[src/rtl/riscv_core_pipe_pkg.sv]
// Shared constants and types for the elastic pipeline register chain.
package riscv_core_pipe_pkg;

  localparam int W_PIPE_BUS_DEF = 32;
  localparam int N_STAGES_DEF   = 2;

  // Counter must hold 0..2*n_stages inclusive (main + skid per stage).
  function automatic int clog2_cnt(input int n_stages);
    return $clog2(2 * n_stages + 1);
  endfunction

  typedef struct packed {
    logic                      valid;
    logic [W_PIPE_BUS_DEF-1:0] data;
  } pipe_slot_t;

endpackage

[src/rtl/riscv_core_pipe_skid.sv]
// One skid-buffered elastic stage: main register drives downstream, skid absorbs one beat of backpressure.
// Build option RISCV_CORE_PIPE_ZERO_DATA_EN: data registers reset/clear/zero when they go empty.
module riscv_core_pipe_skid
  import riscv_core_pipe_pkg::*;
#(
  parameter int W_PIPE_BUS = W_PIPE_BUS_DEF
) (
  input  logic                  i_pipe_clk,
  input  logic                  i_pipe_rst_n,
  input  logic                  i_pipe_clr,
  input  logic                  i_up_valid,
  output logic                  o_up_ready,
  input  logic [W_PIPE_BUS-1:0] i_up_data,
  output logic                  o_dn_valid,
  input  logic                  i_dn_ready,
  output logic [W_PIPE_BUS-1:0] o_dn_data
);

  logic                  m_v_q, m_v_d, s_v_q, s_v_d;
  logic [W_PIPE_BUS-1:0] m_d_q, m_d_d, s_d_q, s_d_d;
  logic                  up_acc, dn_take;

  assign up_acc     = i_up_valid && !s_v_q;
  assign dn_take    = m_v_q && i_dn_ready;
  assign o_up_ready = !s_v_q;
  assign o_dn_valid = m_v_q;
  assign o_dn_data  = m_d_q;

  always_comb begin
    m_v_d = m_v_q;
    s_v_d = s_v_q;
    m_d_d = m_d_q;
    s_d_d = s_d_q;
    if (i_pipe_clr) begin
      m_v_d = 1'b0;
      s_v_d = 1'b0;
`ifdef RISCV_CORE_PIPE_ZERO_DATA_EN
      m_d_d = '0;
      s_d_d = '0;
`endif
    end else if (dn_take) begin
      // Skid full implies up_acc is low, so the refill comes only from the skid.
      if (s_v_q) begin
        m_d_d = s_d_q;
        s_v_d = 1'b0;
`ifdef RISCV_CORE_PIPE_ZERO_DATA_EN
        s_d_d = '0;
`endif
      end else if (up_acc) begin
        m_d_d = i_up_data;
      end else begin
        m_v_d = 1'b0;
`ifdef RISCV_CORE_PIPE_ZERO_DATA_EN
        m_d_d = '0;
`endif
      end
    end else if (!m_v_q && up_acc) begin
      m_v_d = 1'b1;
      m_d_d = i_up_data;
    end else if (m_v_q && up_acc) begin
      s_v_d = 1'b1;
      s_d_d = i_up_data;
    end
  end

  always_ff @(posedge i_pipe_clk or negedge i_pipe_rst_n) begin
    if (!i_pipe_rst_n) begin
      m_v_q <= 1'b0;
      s_v_q <= 1'b0;
    end else begin
      m_v_q <= m_v_d;
      s_v_q <= s_v_d;
    end
  end

`ifdef RISCV_CORE_PIPE_ZERO_DATA_EN
  always_ff @(posedge i_pipe_clk or negedge i_pipe_rst_n) begin
    if (!i_pipe_rst_n) begin
      m_d_q <= '0;
      s_d_q <= '0;
    end else begin
      m_d_q <= m_d_d;
      s_d_q <= s_d_d;
    end
  end
`else
  always_ff @(posedge i_pipe_clk) begin
    m_d_q <= m_d_d;
    s_d_q <= s_d_d;
  end
`endif

endmodule

[src/rtl/riscv_core_pipe_elastic.sv]
// Chain of N_STAGES skid stages with flush and registered occupancy count; full throughput, registered ready.
// Build option RISCV_CORE_PIPE_ZERO_DATA_EN zeroes payload registers whenever they hold no valid entry.
module riscv_core_pipe_elastic
  import riscv_core_pipe_pkg::*;
#(
  parameter  int W_PIPE_BUS = W_PIPE_BUS_DEF,
  parameter  int N_STAGES   = N_STAGES_DEF,
  localparam int W_CNT      = clog2_cnt(N_STAGES)
) (
  input  logic                  i_pipe_clk,
  input  logic                  i_pipe_rst_n,
  input  logic                  i_pipe_clr,
  input  logic                  i_pipe_valid,
  output logic                  o_pipe_ready,
  input  logic [W_PIPE_BUS-1:0] i_pipe_in,
  output logic                  o_pipe_valid,
  input  logic                  i_pipe_ready,
  output logic [W_PIPE_BUS-1:0] o_pipe_out,
  output logic [W_CNT-1:0]      o_pipe_count
);

  // Index g is the interface feeding stage g; index N_STAGES is the chain output.
  logic [N_STAGES:0]                 chain_v, chain_rdy;
  logic [N_STAGES:0][W_PIPE_BUS-1:0] chain_d;

  assign chain_v[0]          = i_pipe_valid;
  assign chain_d[0]          = i_pipe_in;
  assign o_pipe_ready        = chain_rdy[0];
  assign chain_rdy[N_STAGES] = i_pipe_ready;
  assign o_pipe_valid        = chain_v[N_STAGES];
  assign o_pipe_out          = chain_d[N_STAGES];

  for (genvar g = 0; g < N_STAGES; g++) begin : g_stage
    riscv_core_pipe_skid #(
      .W_PIPE_BUS (W_PIPE_BUS)
    ) u_skid (
      .i_pipe_clk   (i_pipe_clk),
      .i_pipe_rst_n (i_pipe_rst_n),
      .i_pipe_clr   (i_pipe_clr),
      .i_up_valid   (chain_v[g]),
      .o_up_ready   (chain_rdy[g]),
      .i_up_data    (chain_d[g]),
      .o_dn_valid   (chain_v[g+1]),
      .i_dn_ready   (chain_rdy[g+1]),
      .o_dn_data    (chain_d[g+1])
    );
  end

  logic             up_acc, dn_take;
  logic [W_CNT-1:0] count_q, count_d;

  assign up_acc       = i_pipe_valid && o_pipe_ready;
  assign dn_take      = o_pipe_valid && i_pipe_ready;
  assign o_pipe_count = count_q;

  always_comb begin
    count_d = count_q;
    if (i_pipe_clr) begin
      count_d = '0;
    end else if (up_acc && !dn_take) begin
      count_d = count_q + W_CNT'(1);
    end else if (!up_acc && dn_take) begin
      count_d = count_q - W_CNT'(1);
    end
  end

  always_ff @(posedge i_pipe_clk or negedge i_pipe_rst_n) begin
    if (!i_pipe_rst_n) begin
      count_q <= '0;
    end else begin
      count_q <= count_d;
    end
  end

endmodule

[config.mk]
export PLATFORM = sky130hd
export DESIGN_NAME = riscv_core_pipe_elastic
export DESIGN_NICKNAME = d
export VERILOG_FILES = /design/src/rtl/riscv_core_pipe_pkg.sv /design/src/rtl/riscv_core_pipe_skid.sv /design/src/rtl/riscv_core_pipe_elastic.sv
export SDC_FILE = /design/constraint.sdc
export NUM_CORES = 1
export LEC_CHECK = 0
export BUFFER_PORTS_ARGS = -buffer_cell sky130_fd_sc_hd__buf_2
export CAP_MARGIN = 15
export CORE_ASPECT_RATIO = 1.75
export CORE_MARGIN = 1.5
export CORE_UTILIZATION = 46
export DETAILED_ROUTE_END_ITERATION = 12
export PLACE_DENSITY = 0.74
export REMOVE_ABC_BUFFERS = 1
export SETUP_SLACK_MARGIN = 0.5
export SLEW_MARGIN = 20
export SYNTH_ARGS = -nofsm -noshare
export SYNTH_HDL_FRONTEND = slang
export SYNTH_SLANG_ARGS = --single-unit
export TNS_END_PERCENT = 50
[constraint.sdc]
create_clock -name i_pipe_clk -period 5.6 [get_ports i_pipe_clk]
set_input_delay 0.56 -clock i_pipe_clk [delete_from_list [all_inputs] [get_ports i_pipe_clk]]
set_output_delay 0.56 -clock i_pipe_clk [all_outputs]
set_load 0.02 [all_outputs]
# Word level (Yosys, flattened, before mapping)
# Cells that the tools add are included.
[word_totals] input_bits=37 ff_bits=135 word_cells=83 out_inout_bits=37
[op_classes] n_mux=29 n_eq_ne=8 add_sub_neg=2 bitwise_logic=5 reduce_logical=30
[ops] cell="$mux W32" n=8
[ops] cell="$mux W1" n=18
[ops] cell="$ne A3 B3 Y1 const B" n=6
[ops] cell="$reduce_bool A3 Y1" n=5
[ops] cell="$reduce_and A3 Y1" n=4
[ops] cell="$logic_and A1 B1 Y1" n=9
[ops] cell="$mux W3" n=3
[ops] cell="$reduce_and A4 Y1" n=2
[ops] cell="$logic_not A1 Y1" n=6
[ops] cell="$not A1 Y1" n=5
[ops] cell="$reduce_and A2 Y1" n=2
[ops] cell="$reduce_bool A2 Y1" n=2
[ops] cell="$add A3 B1 Y3 const B" n=1
[ops] cell="$ne A3 B1 Y1 const B" n=1
[ops] cell="$ne A3 B2 Y1 const B" n=1
[ops] cell="$sub A3 B1 Y3 const B" n=1

# Longest topological paths before layout
[logic_depth] word_depth=7 mapped_depth=7 depth_no_buf=6

# Cells and area by module
# Synthesis repeated with hierarchy kept, for this count alone.
[unflattened] cells_unflattened=249 area_unflattened_um2=5331.4
[modules_own_cells] module="riscv_core_pipe_skid" cells_per_inst=112 instances=2 seq_area_each_um2=1971.9 area_each_um2=2543.7
[modules_own_cells] module="riscv_core_pipe_elastic" cells_per_inst=25 instances=1 seq_area_each_um2=75.1 area_each_um2=244.0

# Least setup slack after synthesis
# Ideal clock, no wire load.
[synth_timing] kind="input to register" start="in i_pipe_clr" end="reg g_stage[1].u_skid.s_d_q[0], enable pin" arrival_ns=4.190 slack_ns=0.896 setup_ns=0.513 required_time_ns=5.087 path_buffers=1 path_stages=2 path_cell_list="clkbuf_1 nor4b_1"
[synth_via] elab_chain_cells=2
[synth_rtl] element="start, declared" line_no="riscv_core_pipe_elastic.sv:12" source="input logic i_pipe_clr,"
[synth_rtl] element="$not A1 Y1 (no line)"
[synth_rtl] element="$reduce_and A4 Y1 (no line)"
[synth_rtl] element="end signal, assigned" line_no="riscv_core_pipe_skid.sv:89" source="s_d_q <= s_d_d;"
[synth_rtl] element="end, declared" line_no="riscv_core_pipe_skid.sv:20" source="logic [W_PIPE_BUS-1:0] m_d_q, m_d_d, s_d_q, s_d_d;"
# Every way passes these cells.
# A chain may end at the register's enable or synchronous reset.

# Worst setup path after layout
[layout_timing] start="reg g_stage[0].u_skid.s_v_q" end="reg g_stage[0].u_skid.s_d_q[1], enable pin"
[layout_via] elab_chain_cells=5 word_cells_on_any_way=6 classes_between="bitwise (1); reduce/logical (5)"
[layout_rtl] element="start, declared" line_no="riscv_core_pipe_skid.sv:19" source="logic m_v_q, m_v_d, s_v_q, s_v_d;"
[layout_rtl] element="start signal, assigned" line_no="riscv_core_pipe_skid.sv:72" source="s_v_q <= s_v_d;"
[layout_rtl] element="$logic_not A1 Y1 *" line_no="riscv_core_pipe_skid.sv:23" source="assign up_acc = i_up_valid && !s_v_q;"
[layout_rtl] element="$logic_and A1 B1 Y1 *" line_no="riscv_core_pipe_skid.sv:23"
[layout_rtl] element="$logic_and A1 B1 Y1" line_no="riscv_core_pipe_skid.sv:57" source="end else if (!m_v_q && up_acc) begin"
[layout_rtl] element="$not A1 Y1 (no line)"
[layout_rtl] element="$reduce_and A4 Y1 (no line) *"
[layout_rtl] element="end signal, assigned" line_no="riscv_core_pipe_skid.sv:89"
[layout_rtl] element="end, declared" line_no="riscv_core_pipe_skid.sv:20"
# Every way passes the cells marked *; elsewhere a longest branch is shown, timed or not.

==> impl_results.html <==
<table>
<tr><th>Metric</th><th>Value</th></tr>
<tr><th colspan="2">Outcome</th></tr>
<tr><td>Result of the run</td><td>finished clean</td></tr>
<tr><th colspan="2">STA</th></tr>
<tr><td>Final Cycle Share</td><td>0.415</td></tr>
<tr><td>Final setup violation count</td><td>0</td></tr>
<tr><td>Final setup skew</td><td>0.00762 ns</td></tr>
<tr><td>Transition at the pin with the smallest max-transition slack</td><td>0.850 ns</td></tr>
<tr><td>Setup repair after global routing missed its margin</td><td>false</td></tr>
<tr><td>Number of endpoints with negative hold slack in the final report</td><td>0</td></tr>
<tr><td>Pins Over Slew Limit</td><td>0</td></tr>
<tr><td>Setup TNS after final layout</td><td>0 ns</td></tr>
<tr><td>Headroom to the max-slew limit</td><td>0.431</td></tr>
<tr><td>Max frequency</td><td>431 MHz</td></tr>
<tr><td>Min Tclk post-route</td><td>2.32 ns</td></tr>
<tr><th colspan="2">Clock tree</th></tr>
<tr><td>Number of levels the H-tree was split into</td><td>4</td></tr>
<tr><td>Clock net sink count</td><td>135</td></tr>
<tr><td>TritonCTS Buffers</td><td>17</td></tr>
<tr><td>Clock-pin slew reported for the worst setup and hold paths after clock tree synthesis</td><td>0.05 ns</td></tr>
<tr><td>TritonCTS clock tree</td><td>yes</td></tr>
<tr><td>Gates resized, CTS repair</td><td>0</td></tr>
<tr><td>Buffer type at the clock tree root</td><td>sky130_fd_sc_hd__clkbuf_16</td></tr>
<tr><td>Clock latency on the worst-skew pair</td><td>0.40 ns</td></tr>
<tr><td>Maximum buffer depth of the clock tree</td><td>2</td></tr>
<tr><th colspan="2">Cells and area</th></tr>
<tr><td>Post-synthesis to final-layout area growth</td><td>16.6%</td></tr>
<tr><td>Final antenna diode count</td><td>0</td></tr>
<tr><td>Final core utilization</td><td>0.554</td></tr>
<tr><td>Layout cell share with drive strength beyond 1</td><td>0.494</td></tr>
<tr><td>Most frequent cells in the layout</td><td>128 x sky130_fd_sc_hd__edfxtp_1, 73 x sky130_fd_sc_hd__buf_2, 64 x sky130_fd_sc_hd__mux2_2, 17 x sky130_fd_sc_hd__clkbuf_16, 7 x sky130_fd_sc_hd__dfrtp_1</td></tr>
<tr><td>Post-Layout Inst Area</td><td>6220 um2</td></tr>
<tr><td>Most common cell after layout, fill and taps aside</td><td>sky130_fd_sc_hd__edfxtp_1</td></tr>
<tr><td>Number of nets in the layout</td><td>376</td></tr>
<tr><th colspan="2">Routing</th></tr>
<tr><td>Number of vias per cell</td><td>5.15</td></tr>
<tr><td>Detailed-routing iteration count for the pre-antenna-repair pass</td><td>4</td></tr>
<tr><td>Number of remaining DRC errors</td><td>0</td></tr>
<tr><td>Number of DRC markers after the initial detailed-route iteration</td><td>114</td></tr>
<tr><td>ANT nets after route</td><td>0</td></tr>
<tr><td>DR vias</td><td>2,481</td></tr>
<tr><td>Post-detailed-routing wire length</td><td>8510 um</td></tr>
<tr><td>Average wire per standard cell</td><td>17.6 um</td></tr>
<tr><th colspan="2">Setup path</th></tr>
<tr><td>CP max stage cell</td><td>sky130_fd_sc_hd__nor3_2</td></tr>
<tr><td>Worst-path fanout max</td><td>21</td></tr>
<tr><td>Startpoint Class</td><td>flip-flop</td></tr>
<tr><td>Critical Path Sink Type</td><td>flip-flop</td></tr>
<tr><td>Signal arrival time at the worst endpoint</td><td>2.39 ns</td></tr>
<tr><td>Crit path buffers/inverters</td><td>1</td></tr>
<tr><td>Crit-path cells</td><td>nand2b_1, nor3_2, buf_4</td></tr>
<tr><td>Highest cell delay on the worst timing path</td><td>0.75 ns</td></tr>
<tr><td>Kind of cell adding the most delay to the critical path</td><td>simple AND/OR/NAND/NOR gates</td></tr>
<tr><td>Data required time of the worst path</td><td>5.67 ns</td></tr>
<tr><td>CP Class</td><td>flip-flop to flip-flop</td></tr>
<tr><th colspan="2">Floorplan</th></tr>
<tr><td>Area of the placeable core</td><td>11,200 um2</td></tr>
<tr><td>Number of standard-cell rows in the floorplan</td><td>51</td></tr>
<tr><td>Starting density of the core</td><td>0.475</td></tr>
<tr><td>Count of pins on the block boundary</td><td>74</td></tr>
<tr><td>Full die area</td><td>12,300 um2</td></tr>
<tr><td>Die Ht</td><td>145 um</td></tr>
<tr><td>Die boundary width</td><td>84.4 um</td></tr>
<tr><th colspan="2">Pwr</th></tr>
<tr><td>Worst ir drop on vdd</td><td>0.000232 V</td></tr>
<tr><td>Cell Pwr Density</td><td>383 nW/um2</td></tr>
<tr><td>Leakage</td><td>2.23 nW</td></tr>
<tr><th colspan="2">Synth</th></tr>
<tr><td>Synthesized netlist cell count</td><td>282</td></tr>
<tr><td>Unique cell type count in the Yosys netlist</td><td>27</td></tr>
<tr><td>Mean instance size in the synthesized netlist</td><td>18.9 um2</td></tr>
<tr><td>Synthesis-stage register bit count</td><td>135</td></tr>
<tr><td>Mapped cell area</td><td>5330 um2</td></tr>
<tr><td>Ranking of synthesized cells by area</td><td>sky130_fd_sc_hd__edfxtp_1 72%, sky130_fd_sc_hd__mux2_2 14%, sky130_fd_sc_hd__buf_4 4.6%, sky130_fd_sc_hd__dfrtp_1 3.3%, sky130_fd_sc_hd__buf_6 1.3%</td></tr>
<tr><td>Fraction of post-synthesis cell area in the top cell type by area</td><td>0.721</td></tr>
<tr><td>Syn. warnings</td><td>0</td></tr>
<tr><td>Leading area contributor after synthesis</td><td>sky130_fd_sc_hd__edfxtp_1</td></tr>
<tr><td>Sequential share of the synthesized area</td><td>0.753</td></tr>
<tr><th colspan="2">Global route</th></tr>
<tr><td>First-pass GRT wire length</td><td>14,000 um</td></tr>
<tr><td>Total routing usage reported by global routing</td><td>0.152</td></tr>
<tr><td>Number of global-route vias before repair</td><td>2,760</td></tr>
<tr><td>Final global-route overflow total</td><td>0</td></tr>
<tr><td>Antenna violations before repair</td><td>0</td></tr>
<tr><td>Pin count of the biggest net entering global routing</td><td>33</td></tr>
<tr><th colspan="2">Placed design</th></tr>
<tr><td>Placed standard-cell area</td><td>5620 um2</td></tr>
<tr><td>Routability cong.</td><td>0.761</td></tr>
<tr><td>Post-DP HPWL</td><td>5360 um</td></tr>
<tr><td># port buffers</td><td>73</td></tr>
<tr><th colspan="2">Min path</th></tr>
<tr><td>Class of the tightest hold or removal check</td><td>input pin to flip-flop</td></tr>
<tr><th colspan="2">Run</th></tr>
<tr><td>Count of max-cap constraint violations</td><td>0</td></tr>
</table>
cell type report:
class / instances / area (um2)
fill: 891 / 5010
inverter: 4 / 15.0
sequential: 135 / 4020
timing repair buffer: 78 / 405
clock buffer: 20 / 437
clock inverter: 11 / 156
tap: 132 / 165
multi-input combinational: 102 / 1020
repair_timing:
item,4_1_cts,5_1_grt
buffers inserted,0,0
hold buffers,1,0
endpoints found under the hold margin,7,0
power breakdown:
group          switching, mW  internal, mW  leakage [nW]  total (mW)
clock                  0.383         0.735         0.282        1.12
combinational         0.0634        0.0484         0.689       0.112
sequential            0.0139          1.14          1.26        1.15
through the flow:
| step | power, mW | hold slack [ns] | setup WS (ns) | cells |
|---|---|---|---|---|
| finish | 2.38 | 0.345 | 3.28 | 482 |
| global route | 2.45 | 0.332 | 3.15 | 482 |
| CTS | 2.40 | 0.327 | 3.28 | 482 |
| floorplan | 1.23 | 0.264 | 1.09 | 241 |
| global placement | 1.28 | 0.399 | 3.23 | 450 |
| detailed placement | 1.28 | 0.408 | 3.18 | 450 |
kinds of logic after synthesis:
kind of cell,synth area share
DFF,0.753
muxes,0.141
buffers and inverters,0.0636
and+or+nand+nor,0.0265
AOI/OAI and AO/OA,0.00985
xor gates and xnor gates,0.00164
adders and majority gates,0.00375
worst paths after layout:
| kind | cells after the start | to | slack (ns) | start |
|---|---|---|---|---|
| setup / recovery | 3 | g_stage[0].u_skid.s_d_q[1] | 3.28 | g_stage[0].u_skid.s_v_q |
| hold reg to reg | 0 | g_stage[1].u_skid.s_d_q[28] | 0.44 | g_stage[0].u_skid.o_dn_data[28] |
| max in group asynchronous | 2 | g_stage[1].u_skid.s_v_q | 4.92 | i_pipe_rst_n |
| setup reg to reg | 3 | g_stage[0].u_skid.s_d_q[1] | 3.28 | g_stage[0].u_skid.s_v_q |
| hold / removal | 1 | g_stage[0].u_skid.s_d_q[10] | 0.35 | i_pipe_in[10] |
| min in group asynchronous | 2 | g_stage[1].u_skid.o_dn_valid | 0.52 | i_pipe_rst_n |
layer usage:
metal,GRT usage,share of wire,vias up
met4,0.0855,0.031,0
met2,0.252,0.53,66
met1,0.173,0.40,1244
li1,-,-,1154
met5,0,0,-
met3,0.0448,0.039,17
synthesized netlist by cell type:
cell                       count
sky130_fd_sc_hd__nand2b_1      2
sky130_fd_sc_hd__nand4b_1      1
sky130_fd_sc_hd__inv_1         4
sky130_fd_sc_hd__mux2i_1       1
sky130_fd_sc_hd__or4b_1        1
sky130_fd_sc_hd__nand2_2       2
sky130_fd_sc_hd__and2_2        1
sky130_fd_sc_hd__o21ai_0       2
sky130_fd_sc_hd__nor4b_1       2
sky130_fd_sc_hd__a21oi_1       5
sky130_fd_sc_hd__clkbuf_1      1
sky130_fd_sc_hd__buf_6         6
sky130_fd_sc_hd__nor2_1        5
sky130_fd_sc_hd__nor3_1        3
sky130_fd_sc_hd__mux2_1        2
sky130_fd_sc_hd__a221oi_1      2
sky130_fd_sc_hd__buf_2         1
sky130_fd_sc_hd__mux2_2       64
sky130_fd_sc_hd__nor4bb_1      1
sky130_fd_sc_hd__fa_1          1
sky130_fd_sc_hd__nand3_1       2
sky130_fd_sc_hd__dfrtp_1       7
sky130_fd_sc_hd__edfxtp_1    128
sky130_fd_sc_hd__nand2_1       3
sky130_fd_sc_hd__xor2_1        1
sky130_fd_sc_hd__buf_4        33
sky130_fd_sc_hd__and2b_1       1
flip-flops by register name (all words and copies together), names as in the netlist:
register and cells:
g_stage.u_skid.o_dn_valid 2, g_stage.u_skid.o_dn_data 64, g_stage.u_skid.s_d_q 64, g_stage.u_skid.s_v_q 2, o_pipe_count 3
No activity file was read; power rests on OpenSTA's default activity.
